<file path="src/rtl/vv_acc_pkg.sv">
// Shared types and constants for the vector voltmeter accumulation sequencer.
package vv_acc_pkg;

  // Encodings are visible on the state output and must stay fixed.
  typedef enum logic [1:0] {
    StIdle  = 2'd0,
    StReset = 2'd1,
    StArmed = 2'd2,
    StRun   = 2'd3
  } acc_state_e;

  // Bit positions inside the software control word.
  localparam int unsigned CTRL_RST  = 0;
  localparam int unsigned CTRL_ARM  = 1;
  localparam int unsigned CTRL_FREE = 2;

endpackage

</file>
<file path="src/rtl/vv_acc_sequencer_if.sv">
// Control/status bundle between the register bank and the accumulation sequencer.
interface vv_acc_sequencer_if #(
  parameter int unsigned LEN_W = 32,
  parameter int unsigned CNT_W = 32
);

  logic [31:0]      sw_ctrl;
  logic [LEN_W-1:0] acc_len;
  logic             sync_in;
  logic             valid_in;
  logic             cnt_rst;
  logic             acc_en;
  logic             acc_new;
  logic [CNT_W-1:0] acc_cnt;
  logic [1:0]       state;
  logic             busy;

  // Register-bank / stimulus side.
  modport master (
    output sw_ctrl, acc_len, sync_in, valid_in,
    input  cnt_rst, acc_en, acc_new, acc_cnt, state, busy
  );

  // Sequencer side.
  modport slave (
    input  sw_ctrl, acc_len, sync_in, valid_in,
    output cnt_rst, acc_en, acc_new, acc_cnt, state, busy
  );

endinterface

</file>
<file path="src/rtl/vv_edge_det.sv">
// Registered rising-edge detector; history resets to all-ones so levels already
// high when reset releases do not count as edges.
module vv_edge_det #(
  parameter int unsigned WIDTH = 2
) (
  input  logic             clk_i,
  input  logic             rst_ni,
  input  logic [WIDTH-1:0] d_i,
  output logic [WIDTH-1:0] rise_o
);

  logic [WIDTH-1:0] prev_q, prev_d;
  logic [WIDTH-1:0] rise_q, rise_d;

  // Next history and edge flags.
  always_comb begin
    prev_d = d_i;
    rise_d = d_i & ~prev_q;
  end

  // History and edge flag registers, synchronous reset.
  always_ff @(posedge clk_i) begin
    if (!rst_ni) begin
      prev_q <= '1;
      rise_q <= '0;
    end else begin
      prev_q <= prev_d;
      rise_q <= rise_d;
    end
  end

  assign rise_o = rise_q;

endmodule

</file>
<file path="src/rtl/vv_acc_sequencer.sv">
// Accumulation sequencer: turns software reset/arm requests plus sync into the
// counter-reset pulse, accumulation window enable and end-of-window strobe.
module vv_acc_sequencer
  import vv_acc_pkg::*;
#(
  parameter int unsigned LEN_W         = 32,
  parameter int unsigned CNT_W         = 32,
  parameter int unsigned RST_PULSE_LEN = 4
) (
  input  logic                user_clk,
  input  logic                user_rst_n,
  vv_acc_sequencer_if.slave   bus
);

  localparam int unsigned PW = (RST_PULSE_LEN > 1) ? $clog2(RST_PULSE_LEN) : 1;
  localparam logic [PW-1:0] PulseLast = PW'(RST_PULSE_LEN - 1);

  logic [1:0]       rise;
  logic             rst_edge, arm_edge;
  acc_state_e       state_q, state_d;
  logic [PW-1:0]    pulse_q, pulse_d;
  logic [LEN_W-1:0] samp_q, samp_d;
  logic [LEN_W-1:0] len_q, len_d;
  logic [CNT_W-1:0] acc_cnt_q, acc_cnt_d;
  logic             acc_new_q, acc_new_d;
  logic             cnt_rst_q, acc_en_q, busy_q;
  logic             unused_ctrl;

  assign unused_ctrl = ^bus.sw_ctrl[31:3];

  vv_edge_det #(
    .WIDTH (2)
  ) u_edge_det (
    .clk_i  (user_clk),
    .rst_ni (user_rst_n),
    .d_i    (bus.sw_ctrl[CTRL_ARM:CTRL_RST]),
    .rise_o (rise)
  );

  assign rst_edge = rise[CTRL_RST];
  assign arm_edge = rise[CTRL_ARM];

  // Sequencer next state; a reset request overrides everything else, including
  // a window completing on the same cycle.
  always_comb begin
    state_d   = state_q;
    pulse_d   = pulse_q;
    samp_d    = samp_q;
    len_d     = len_q;
    acc_cnt_d = acc_cnt_q;
    acc_new_d = 1'b0;
    if (rst_edge) begin
      state_d   = StReset;
      pulse_d   = '0;
      samp_d    = '0;
      len_d     = '0;
      acc_cnt_d = '0;
    end else begin
      unique case (state_q)
        StIdle: begin
          if (arm_edge) state_d = StArmed;
        end
        StReset: begin
          if (pulse_q == PulseLast) state_d = StIdle;
          else                      pulse_d = pulse_q + PW'(1);
        end
        StArmed: begin
          if (bus.sync_in || bus.sw_ctrl[CTRL_FREE]) begin
            state_d = StRun;
            len_d   = (bus.acc_len == '0) ? LEN_W'(1) : bus.acc_len;
            samp_d  = '0;
          end
        end
        StRun: begin
          if (arm_edge) begin
            // Re-arm drops the partial window but keeps the completed count.
            state_d = StArmed;
            samp_d  = '0;
          end else if (bus.valid_in) begin
            if (samp_q == len_q - LEN_W'(1)) begin
              acc_new_d = 1'b1;
              samp_d    = '0;
              acc_cnt_d = acc_cnt_q + CNT_W'(1);
            end else begin
              samp_d = samp_q + LEN_W'(1);
            end
          end
        end
        default: state_d = StIdle;
      endcase
    end
  end

  // State, counters and registered outputs derived from the next state.
  always_ff @(posedge user_clk) begin
    if (!user_rst_n) begin
      state_q   <= StIdle;
      pulse_q   <= '0;
      samp_q    <= '0;
      len_q     <= '0;
      acc_cnt_q <= '0;
      acc_new_q <= 1'b0;
      cnt_rst_q <= 1'b0;
      acc_en_q  <= 1'b0;
      busy_q    <= 1'b0;
    end else begin
      state_q   <= state_d;
      pulse_q   <= pulse_d;
      samp_q    <= samp_d;
      len_q     <= len_d;
      acc_cnt_q <= acc_cnt_d;
      acc_new_q <= acc_new_d;
      cnt_rst_q <= (state_d == StReset);
      acc_en_q  <= (state_d == StRun);
      busy_q    <= (state_d != StIdle);
    end
  end

  assign bus.state   = state_q;
  assign bus.cnt_rst = cnt_rst_q;
  assign bus.acc_en  = acc_en_q;
  assign bus.acc_new = acc_new_q;
  assign bus.acc_cnt = acc_cnt_q;
  assign bus.busy    = busy_q;

endmodule
</file>
<file path="src/flat_wrapper.sv">
// flat-port wrapper written by rule: the top's interface ports become plain ports
module vv_acc_sequencer_flat import vv_acc_pkg::*;
#(
  parameter int unsigned LEN_W         = 32,
  parameter int unsigned CNT_W         = 32,
  parameter int unsigned RST_PULSE_LEN = 4
)
  (user_clk, user_rst_n, bus_sw_ctrl, bus_acc_len, bus_sync_in, bus_valid_in, bus_cnt_rst, bus_acc_en, bus_acc_new, bus_acc_cnt, bus_state, bus_busy);
  vv_acc_sequencer_if #(.LEN_W(LEN_W), .CNT_W(CNT_W)) bus_i ();
  input  logic user_clk;
  input  logic user_rst_n;
  input wire logic [$bits(bus_i.sw_ctrl)-1:0] bus_sw_ctrl;
  input wire logic [$bits(bus_i.acc_len)-1:0] bus_acc_len;
  input wire logic [$bits(bus_i.sync_in)-1:0] bus_sync_in;
  input wire logic [$bits(bus_i.valid_in)-1:0] bus_valid_in;
  output wire logic [$bits(bus_i.cnt_rst)-1:0] bus_cnt_rst;
  output wire logic [$bits(bus_i.acc_en)-1:0] bus_acc_en;
  output wire logic [$bits(bus_i.acc_new)-1:0] bus_acc_new;
  output wire logic [$bits(bus_i.acc_cnt)-1:0] bus_acc_cnt;
  output wire logic [$bits(bus_i.state)-1:0] bus_state;
  output wire logic [$bits(bus_i.busy)-1:0] bus_busy;
  assign bus_i.sw_ctrl = bus_sw_ctrl;
  assign bus_i.acc_len = bus_acc_len;
  assign bus_i.sync_in = bus_sync_in;
  assign bus_i.valid_in = bus_valid_in;
  assign bus_cnt_rst = bus_i.cnt_rst;
  assign bus_acc_en = bus_i.acc_en;
  assign bus_acc_new = bus_i.acc_new;
  assign bus_acc_cnt = bus_i.acc_cnt;
  assign bus_state = bus_i.state;
  assign bus_busy = bus_i.busy;
  vv_acc_sequencer #(.LEN_W(LEN_W), .CNT_W(CNT_W), .RST_PULSE_LEN(RST_PULSE_LEN)) u_core (.user_clk(user_clk), .user_rst_n(user_rst_n), .bus(bus_i));
endmodule
</file>
<file path="config.mk">
export PLATFORM = sky130hd
export DESIGN_NAME = vv_acc_sequencer_flat
export DESIGN_NICKNAME = d
export VERILOG_FILES = /design/src/rtl/vv_acc_pkg.sv /design/src/rtl/vv_acc_sequencer_if.sv /design/src/rtl/vv_edge_det.sv /design/src/rtl/vv_acc_sequencer.sv /design/src/flat_wrapper.sv
export SDC_FILE = /design/constraint.sdc
export NUM_CORES = 1
export LEC_CHECK = 0
export CAP_MARGIN = 10
export CORE_UTILIZATION = 40
export DETAILED_ROUTE_END_ITERATION = 7
export HOLD_SLACK_MARGIN = 0.12
export PLACE_DENSITY = 0.67
export SLEW_MARGIN = 40
export SYNTH_ARGS = -nofsm -noshare
export SYNTH_HDL_FRONTEND = slang
export SYNTH_HIERARCHICAL = 1
export SYNTH_SLANG_ARGS = --single-unit
</file>
<file path="constraint.sdc">
create_clock -name user_clk -period 5.05 [get_ports user_clk]
set_clock_uncertainty 0.2 [all_clocks]
set_input_delay 0.505 -clock user_clk [delete_from_list [all_inputs] [get_ports user_clk]]
set_output_delay 0.505 -clock user_clk [all_outputs]
set_load 0.01 [all_outputs]
</file>
After elaboration in Yosys (flattened, before gate mapping)
Index checks and enable logic that the tools add are counted.
{ "word_totals": {"inputBits": 68, "register_bits": 108, "out_inout_bits": 38} }
{ "op_classes": {"addsub": 4, "bitwise_logic": 7, "reduce_logical": 12, "n_eq_ne": 9, "muxes": 12} }
{ "op_table": {"columns": ["op", "n"], "rows": [
  ["$mux 32", 5],
  ["$add 32x1->32 const B", 2],
  ["$pmux 32 s2", 1],
  ["$eq 32x32->1", 1],
  ["$logic_not 32->1", 1],
  ["$sub 32x1->32 const B", 1],
  ["$eq 2x2->1 const B", 4],
  ["$mux 2", 4],
  ["$pmux 2 s3", 1],
  ["$not 1->1", 5],
  ["$reduce_or 5->1", 1],
  ["$eq 2x1->1 const B", 2],
  ["$reduce_and 2->1", 2],
  ["$reduce_and 4->1", 1],
  ["$reduce_bool 2->1", 2],
  ["$reduce_or 2->1", 2],
  ["$ne 3x3->1 const B", 1],
  ["$reduce_and 3->1", 1],
  ["$add 2x1->2 const B", 1],
  ["$and 2x2->2", 1],
  ["$logic_not 2->1", 1],
  ["$ne 2x1->1 const B", 1],
  ["$not 2->2", 1],
  ["$logic_or 1x1->1", 1],
  ["$mux 1", 1]
]} }

Longest topological paths before layout
Gate-level depths: netlist of the first run.
{ "depth": {"ltp_word": 6, "mapped_depth": 13} }

Hierarchy
Netlist of the first run, hierarchy kept.
{ "modules_own_cells": {"columns": ["module", "n_inst", "area_per_inst_um2", "seq_area_each_um2", "cells_each"], "rows": [
  ["vv_acc_sequencer", 1, 6423.7, 2082.0, 854],
  ["vv_edge_det", 1, 110.1, 80.1, 8]
]} }

Worst setup path before layout of the first run
No wires, ideal clock.
{ "synth_path": {"kind": "reg2reg", "start": "reg u_core.len_q[11]", "end": "reg u_core.samp_q[23]", "setup_time_ns": 0.134, "stages_incl_launch_ff": 12, "required_time_ns": 4.716, "period_less_slack_ns": 3.616, "arrival_ns": 3.282, "path_buffers": 3, "setup_slack_ns": 1.434, "cell_sequence": "dfxtp_1 > or4_1 > clkbuf_1 > or4_1 > clkbuf_1 > or4_1 > a21oi_1 > nand4_1 > or4_1 > o21ai_0 > buf_2 > o221ai_1"} }
{ "synth_via": {"elab_chain_len": 6} }
{ "synth_lines": {"columns": ["item", "line", "rtl"], "rows": [
  ["from (decl)", "vv_acc_sequencer.sv:23", "logic [LEN_W-1:0] len_q, len_d;"],
  ["from (signal assigned)", "vv_acc_sequencer.sv:110", "len_q <= len_d;"],
  ["$sub 32x1->32", "vv_acc_sequencer.sv:80", "if (samp_q == len_q - LEN_W'(1)) begin"],
  ["$eq 32x32->1", "vv_acc_sequencer.sv:80", null],
  ["$mux 32", "vv_acc_sequencer.sv:80", null],
  ["$mux 32", "vv_acc_sequencer.sv:79", "end else if (bus.valid_in) begin"],
  ["$mux 32", "vv_acc_sequencer.sv:75", "if (arm_edge) begin"],
  ["$pmux 32 s2", "vv_acc_sequencer.sv:59", "unique case (state_q)"],
  ["to (signal assigned)", "vv_acc_sequencer.sv:109", "samp_q <= samp_d;"],
  ["to (decl)", "vv_acc_sequencer.sv:22", "logic [LEN_W-1:0] samp_q, samp_d;"]
]} }
No other way between the ends. The select of a mux whose other input is x is not followed.
A chain may end at the register's enable or synchronous reset.

Final worst setup path of the first run
{ "layout_path": {"start": "reg u_core.len_q[4]", "end": "reg u_core.samp_q[17]"} }
The elaborated chain is that of the path after synthesis.

==> run metrics, run 1 <==
synthesized flop and latch total=around 110; Worst Hold Class=flop to flop; Routed WL per cell=15.07 um; IO Count=106; CP Buf/Inv Count=1; Final Max Tran Viols=0; cts bufs inserted=9; TritonCTS clock tree=built; startpoint types=flop; clock-pin slew on the worst setup and hold paths=0.07 ns; CORE AREA=15,940 um2; via count of the first global-routing pass=5,600; setup TNS=0 ns; CTS Hold Bufs=0; GRT Residual Overflow=0; crit path DAT=4.01 ns; net total in the final layout=977; post-synth cell types=67; RSZ-0062 raised after global routing=no; Crit path largest cell delay=0.75 ns; fraction of layout cells with a size suffix above 1=under 10%; fraction of the cycle the final worst path needs=79.14%; crit-path leading delay family=simple AND/OR/NAND/NOR gates; FILL cells=1,554; H-tree depth=3; antenna-violating nets left=0; # DRC=0; Mapped Area=6534 um2; DP Cell Count=between 1,000 and 1,500; Worst-Margin Slew=approximately 0.80 ns; Main synth FF type=dfxtp_1; crit-path cells=or4_1, nor3_1, nand2_1, o311ai_0, nor2_1, or4_1, o21ai_0, buf_4, o311ai_0; f_max=0.2502 GHz; CTS root buf=clkbuf_16; Leak Pwr=2.870 nW; Die H=129.8 um; Rows=46; cell depth of the worst setup path=9; 1st-iter DRT viols=540; final setup fails=0; Rel. slew slack=46.30%; Final min period=3.996 ns; share of flip-flops with an asynchronous set or reset=0%; CTS-repair resized insts=0; latest clock arrival within the worst-skew pair=0.36 ns; Ys Warns=6; Setup Fix Bufs, Post-CTS=0; r2r setup slk=1.05 ns; Worst VDD drop=0.1969 mV; R2R depth=9; largest net degree at the start of global routing=70; Area Overhead vs Synth=18.52%; DRT Pass-1 Iters=5; non-filler cells, final=1,123; worst-path maximum fanout=11; die width=roughly 130 um; Mapped Cells=862; CP Capture Type=flop; Initial Util=between 40% and 50%; Slowest cell on crit path=or4_1; synthesized area per cell=7.580 um2; status=finished clean; WS Path Type=flop to flop; Mapped Nets=around 940; final WL=between 15,000 and 20,000 um; IO Port Bufs=76; Power Dens Cells=~280 nW/um2; hold path depth=2; CTS sink count=108; antenna violations before repair=0; RD Place Congestion=between 0.8 and 0.9; total of max-cap violations=0; ANT cells=0; DR vias=about 6,300; clk buf depth=2; first-pass GRT wire length=27,770 um; Seq/Total Area, Yosys=33.09%; Hold Vio Cnt, Final=0; post-detail-place hpwl=11,890 um; Worst EP required=~5.1 ns; number of flops mapped to enable cells by yosys=0; Die ar.=16,850 um2; GR Util All Layers=20.56%; drt via density=about 5.6
-- cell type report --
class,count,area [um2],share of cell area [%]
Clock buffer,10,239.0,3.086
Clock inverter,6,71.32,0.9210
Inverter,22,82.58,1.066
Multi-Input combinational cell,673,4068,52.53
Sequential cell,108,2162,27.92
Tap cell,216,270.3,3.490
Timing Repair Buffer,88,850.8,10.99
-- tightest hold or removal path, delay by kind of cell (launching register included) --
kind	cells	cell delay (ns)
compound gates	1	0.05
flops	1	0.32
simple gates	1	0.05
-- worst paths after layout --
path                                      start                              to
setup / recovery   u_core/len_q[4]$_SDFFE_PP0P_  u_core/samp_q[17]$_SDFFE_PP0P_
hold / removal    u_core/len_q[31]$_SDFFE_PP0P_   u_core/len_q[31]$_SDFFE_PP0P_
setup reg to reg   u_core/len_q[4]$_SDFFE_PP0P_  u_core/samp_q[17]$_SDFFE_PP0P_
hold reg to reg   u_core/len_q[31]$_SDFFE_PP0P_   u_core/len_q[31]$_SDFFE_PP0P_
-- registers in the layout (all words and copies together) (netlist names) --
| signal | cells |
|---|---|
| u_core/bus.acc_cnt | 32 |
| u_core/bus.acc_en | 1 |
| u_core/bus.acc_new | 1 |
| u_core/bus.busy | 1 |
| u_core/bus.cnt_rst | 1 |
| u_core/bus.state | 2 |
| u_core/len_q | 32 |
| u_core/pulse_q | 2 |
| u_core/samp_q | 32 |
| u_core/u_edge_det/prev_q | 2 |
| u_core/u_edge_det/rise_o | 2 |
-- routing by layer --
| layer | wire (um) | up-vias | part of all wire (%) | global-route usage, % |
|---|---|---|---|---|
| li1 | - | 3209 | - | - |
| met1 | 7921 | 2936 | 47 | 27.73 |
| met2 | 8078 | 148 | 48 | 34.26 |
| met3 | 692 | 14 | 4.1 | 2.173 |
| met4 | 232 | 0 | 1.4 | 6.840 |
| met5 | 0 | - | 0 | 0 |
-- power by group --
part,internal (mW),switching (mW)
clock,0.403,0.333
sequential,0.873,0.0273
combinational,0.218,0.286
total,1.49,0.646
-- through the flow --
step | setup WS (ns) | hold WS (ns) | instance area [um2] | total power [mW] | utilization, %
floorplan | 1.434 | 0.2446 | 6534 | 1.279 | -
global placement | 1.158 | 0.2615 | 7432 | 1.410 | 46.62
detailed placement | 1.162 | 0.2658 | 7433 | 1.413 | 46.63
CTS | 1.148 | 0.2760 | 7744 | 2.155 | 48.57
global route | 0.8997 | 0.3009 | 7744 | 2.253 | 48.57
finish | 1.054 | 0.2700 | 7744 | 2.140 | 48.57
-- cells in the final DEF (no fill, tap or decap), types with 4 or more instances in the layout --
master,instances
nand2_1,133
dfxtp_1,108
clkdlybuf4s50_1,76
nor2_1,55
nand3_1,53
a21oi_1,45
a31oi_1,40
mux2i_1,31
nand2b_1,30
nand4_1,26
nor4_1,24
or3_1,23
inv_1,22
nor3_1,22
and3_1,22
xnor2_1,21
xor2_1,14
buf_4,12
or4_1,11
clkbuf_16,9
o21ai_0,9
o22ai_1,8
and4_1,7
ha_1,7
and2_1,6
o31ai_1,5
or2_2,5
nor3b_1,4
o311ai_0,4
nor2b_1,4
a41oi_1,4
-- cells in the mapped netlist (all sizes together) (22+ instances only) --
master	count	area (um2)
a31oi	40	250.2
nand3	53	265.3
nor2	55	206.5
nand2	133	499.2
nor3	22	110.1
a21oi	45	225.2
dfxtp	108	2162
nor4	24	150.1
mux2i	31	310.3
and3	22	137.6
or3	23	143.9
nand2b	31	193.9
inv	22	82.58
clkbuf	52	196.4
nand4	26	162.7
-- logic make-up (layout without fill, tap and decap cells) --
logic type	count (synthesis)	after routing	share of synthesized area, %
and+or+nand+nor	444	444	35.35
AOI/OAI and AO/OA	154	154	15.38
DFF	108	108	33.09
buffers and inverters	81	126	4.883
xor gates and xnor gates	36	36	5.036
muxes	32	32	4.922
adders and majority gates	7	7	1.340
Power figures use the tool's default switching activity.
==> run 2: changes to the inputs <==
Clock period 5.05 ns to 3.7 ns, I/O delays scaled along.
==> run 2 against run 1 <==
Against the previous run: fmax is 13% higher; flip-flop and latch count unchanged; cell count increased by 2.1%; worst hold slack better by 0.010 ns; critical path depth unchanged; combinational power rose by 53%; clock power grew 37%; sequential share of layout area is 0.81 points lower; first-iteration DRC count is 16% lower; total power is 40% higher; critical path type unchanged; largest power group unchanged.
==> run metrics, run 2 (same netlist as run 1, synthesis figures left out) <==
Die H=129.8 um; Hold Vio Cnt, Final=0; final setup fails=0; Initial Util=40.98%; net total in the final layout=1,001; total of max-cap violations=0; Final min period=roughly 3.6 ns; GRT Residual Overflow=0; CTS root buf=clkbuf_16; fraction of the cycle the final worst path needs=95.99%; Power Dens Cells=376.8 nW/um2; IO Count=106; Final Max Tran Viols=0; Die ar.=approximately 17,000 um2; fraction of layout cells with a size suffix above 1=7.734%; Rel. slew slack=47.62%; largest net degree at the start of global routing=69; crit-path cells=or4_4, or4_1, or4_1, a21oi_1, nand4_1, or4_1, o21ai_0, buf_4, o311ai_0; crit-path leading delay family=simple AND/OR/NAND/NOR gates; via count of the first global-routing pass=between 5,000 and 6,000; DRT Pass-1 Iters=5; cts bufs inserted=9; ANT cells=0; final WL=17,190 um; latest clock arrival within the worst-skew pair=about 0.36 ns; r2r setup slk=0.15 ns; commonest non-fill, non-tap cell in the layout=nand2_1; R2R depth=9; Routed WL per cell=14.99 um; Crit path largest cell delay=0.56 ns; Area Overhead vs Synth=22.06%; Worst Hold Class=flop to flop; Rows=46; setup TNS=0 ns; Slowest cell on crit path=or4_4; worst-path maximum fanout=11; most frequent CP cell=or4_1; status=finished clean; H-tree depth=3; FF-to-FF End=u_core/samp_q[17]$_SDFFE_PP0P_; drt via density=5.716; startpoint types=flop; first-pass GRT wire length=28,130 um; GR Util All Layers=20.81%; RSZ-0062 raised after global routing=no; Worst-Margin Slew=0.7838 ns; TritonCTS clock tree=built; Leak Pwr=approximately 3 nW; commonest cells after routing, fill and taps aside=nand2_1 (133), dfxtp_1 (108), clkdlybuf4s50_1 (76); Design Power=3.005 mW; antenna violations before repair=0; hold slack=approximately 0.28 ns; antenna-violating nets left=0; DR vias=6,556; CORE AREA=15,940 um2; # DRC=0; die width=129.8 um; post-detail-place hpwl=12,290 um; 1st-iter DRT viols=454; f_max=0.2816 GHz; CP Capture Type=flop; hold path depth=2; crit path DAT=3.57 ns; clk buf depth=2; RD Place Congestion=0.8885; Worst EP required=approximately 3.7 ns; Worst VDD drop=0.2309 mV; clock-pin slew on the worst setup and hold paths=0.07 ns; CP Buf/Inv Count=1; WS Path Type=flop to flop; IO Port Bufs=76; CTS sink count=108; hold endpoint=u_core/len_q[30]$_SDFFE_PP0P_; HP Start=u_core/len_q[30]$_SDFFE_PP0P_; reg-to-reg startpoint=u_core/len_q[11]$_SDFFE_PP0P_
-- run 2: through the flow --
step / utilization (%) / instances / instance area [um2] / setup slack, ns
finish: 50.02 / 1147 / 7975 / 0.1484
floorplan: - / 862 / 6534 / 0.08427
CTS: 49.95 / 1147 / 7963 / 0.1039
global route: 50.02 / 1147 / 7975 / 0.001327
detailed placement: 48.00 / 1131 / 7652 / 0.1048
global placement: 47.98 / 1131 / 7650 / 0.1175
-- run 2: power by group --
group	internal, mW	switching [mW]	total, mW
logic	0.359	0.412	0.772
registers	1.19	0.0322	1.22
clock network	0.551	0.459	1.01
total	2.10	0.903	3.01
-- run 2: worst reg2reg max path, delay by kind of cell (launching register included) --
family                 cells  cell delay (ns)
AOI/OAI and AO/OA          3             0.48
and+or+nand+nor            5             2.20
DFF                        1             0.32
buffers and inverters      1             0.22
-- run 2: timing repair --
| item | in CTS | in global routing |
|---|---|---|
| hold buffers | 0 | 0 |
| endpoints found under the hold margin | 0 | 0 |
| gates resized for setup | 0 | 4 |
| buffers inserted | 0 | 0 |
| endpoints found under the setup margin | 0 | 17 |
-- run 2: worst max-delay path by stage --
stage,from,endpoint,slack (ns),cells past startpoint
after floorplan,u_core/len_q[11]$_SDFFE_PP0P_,u_core/samp_q[23]$_SDFFE_PP0P_,0.08,11
after global placement,u_core/len_q[11]$_SDFFE_PP0P_,u_core/samp_q[17]$_SDFFE_PP0P_,0.12,9
after detailed placement,u_core/len_q[11]$_SDFFE_PP0P_,u_core/samp_q[26]$_SDFFE_PP0P_,0.10,10
after CTS,u_core/len_q[11]$_SDFFE_PP0P_,u_core/samp_q[17]$_SDFFE_PP0P_,0.10,9
after global routing,u_core/len_q[16]$_SDFFE_PP0P_,u_core/samp_q[17]$_SDFFE_PP0P_,0.001,9
final,u_core/len_q[11]$_SDFFE_PP0P_,u_core/samp_q[17]$_SDFFE_PP0P_,0.15,9
-- run 2: per-layer routing --
layer | vias to the layer above | track usage (%) | wire length, um
met4 | 0 | 7.729 | 346
li1 | 3266 | - | -
met1 | 3073 | 27.10 | 7708
met5 | - | 0 | 0
met2 | 196 | 35.48 | 8391
met3 | 21 | 2.214 | 746
-- run 2: final cells by class --
| class | count | area (um2) |
|---|---|---|
| Multi-Input combinational cell | 673 | 4081 |
| Timing Repair Buffer | 112 | 1069 |
| Fill cell | 1593 | 7968 |
| Tap cell | 216 | 270.3 |
| Clock inverter | 6 | 71.32 |
| Clock buffer | 10 | 239.0 |
| Sequential cell | 108 | 2162 |
| Inverter | 22 | 82.58 |
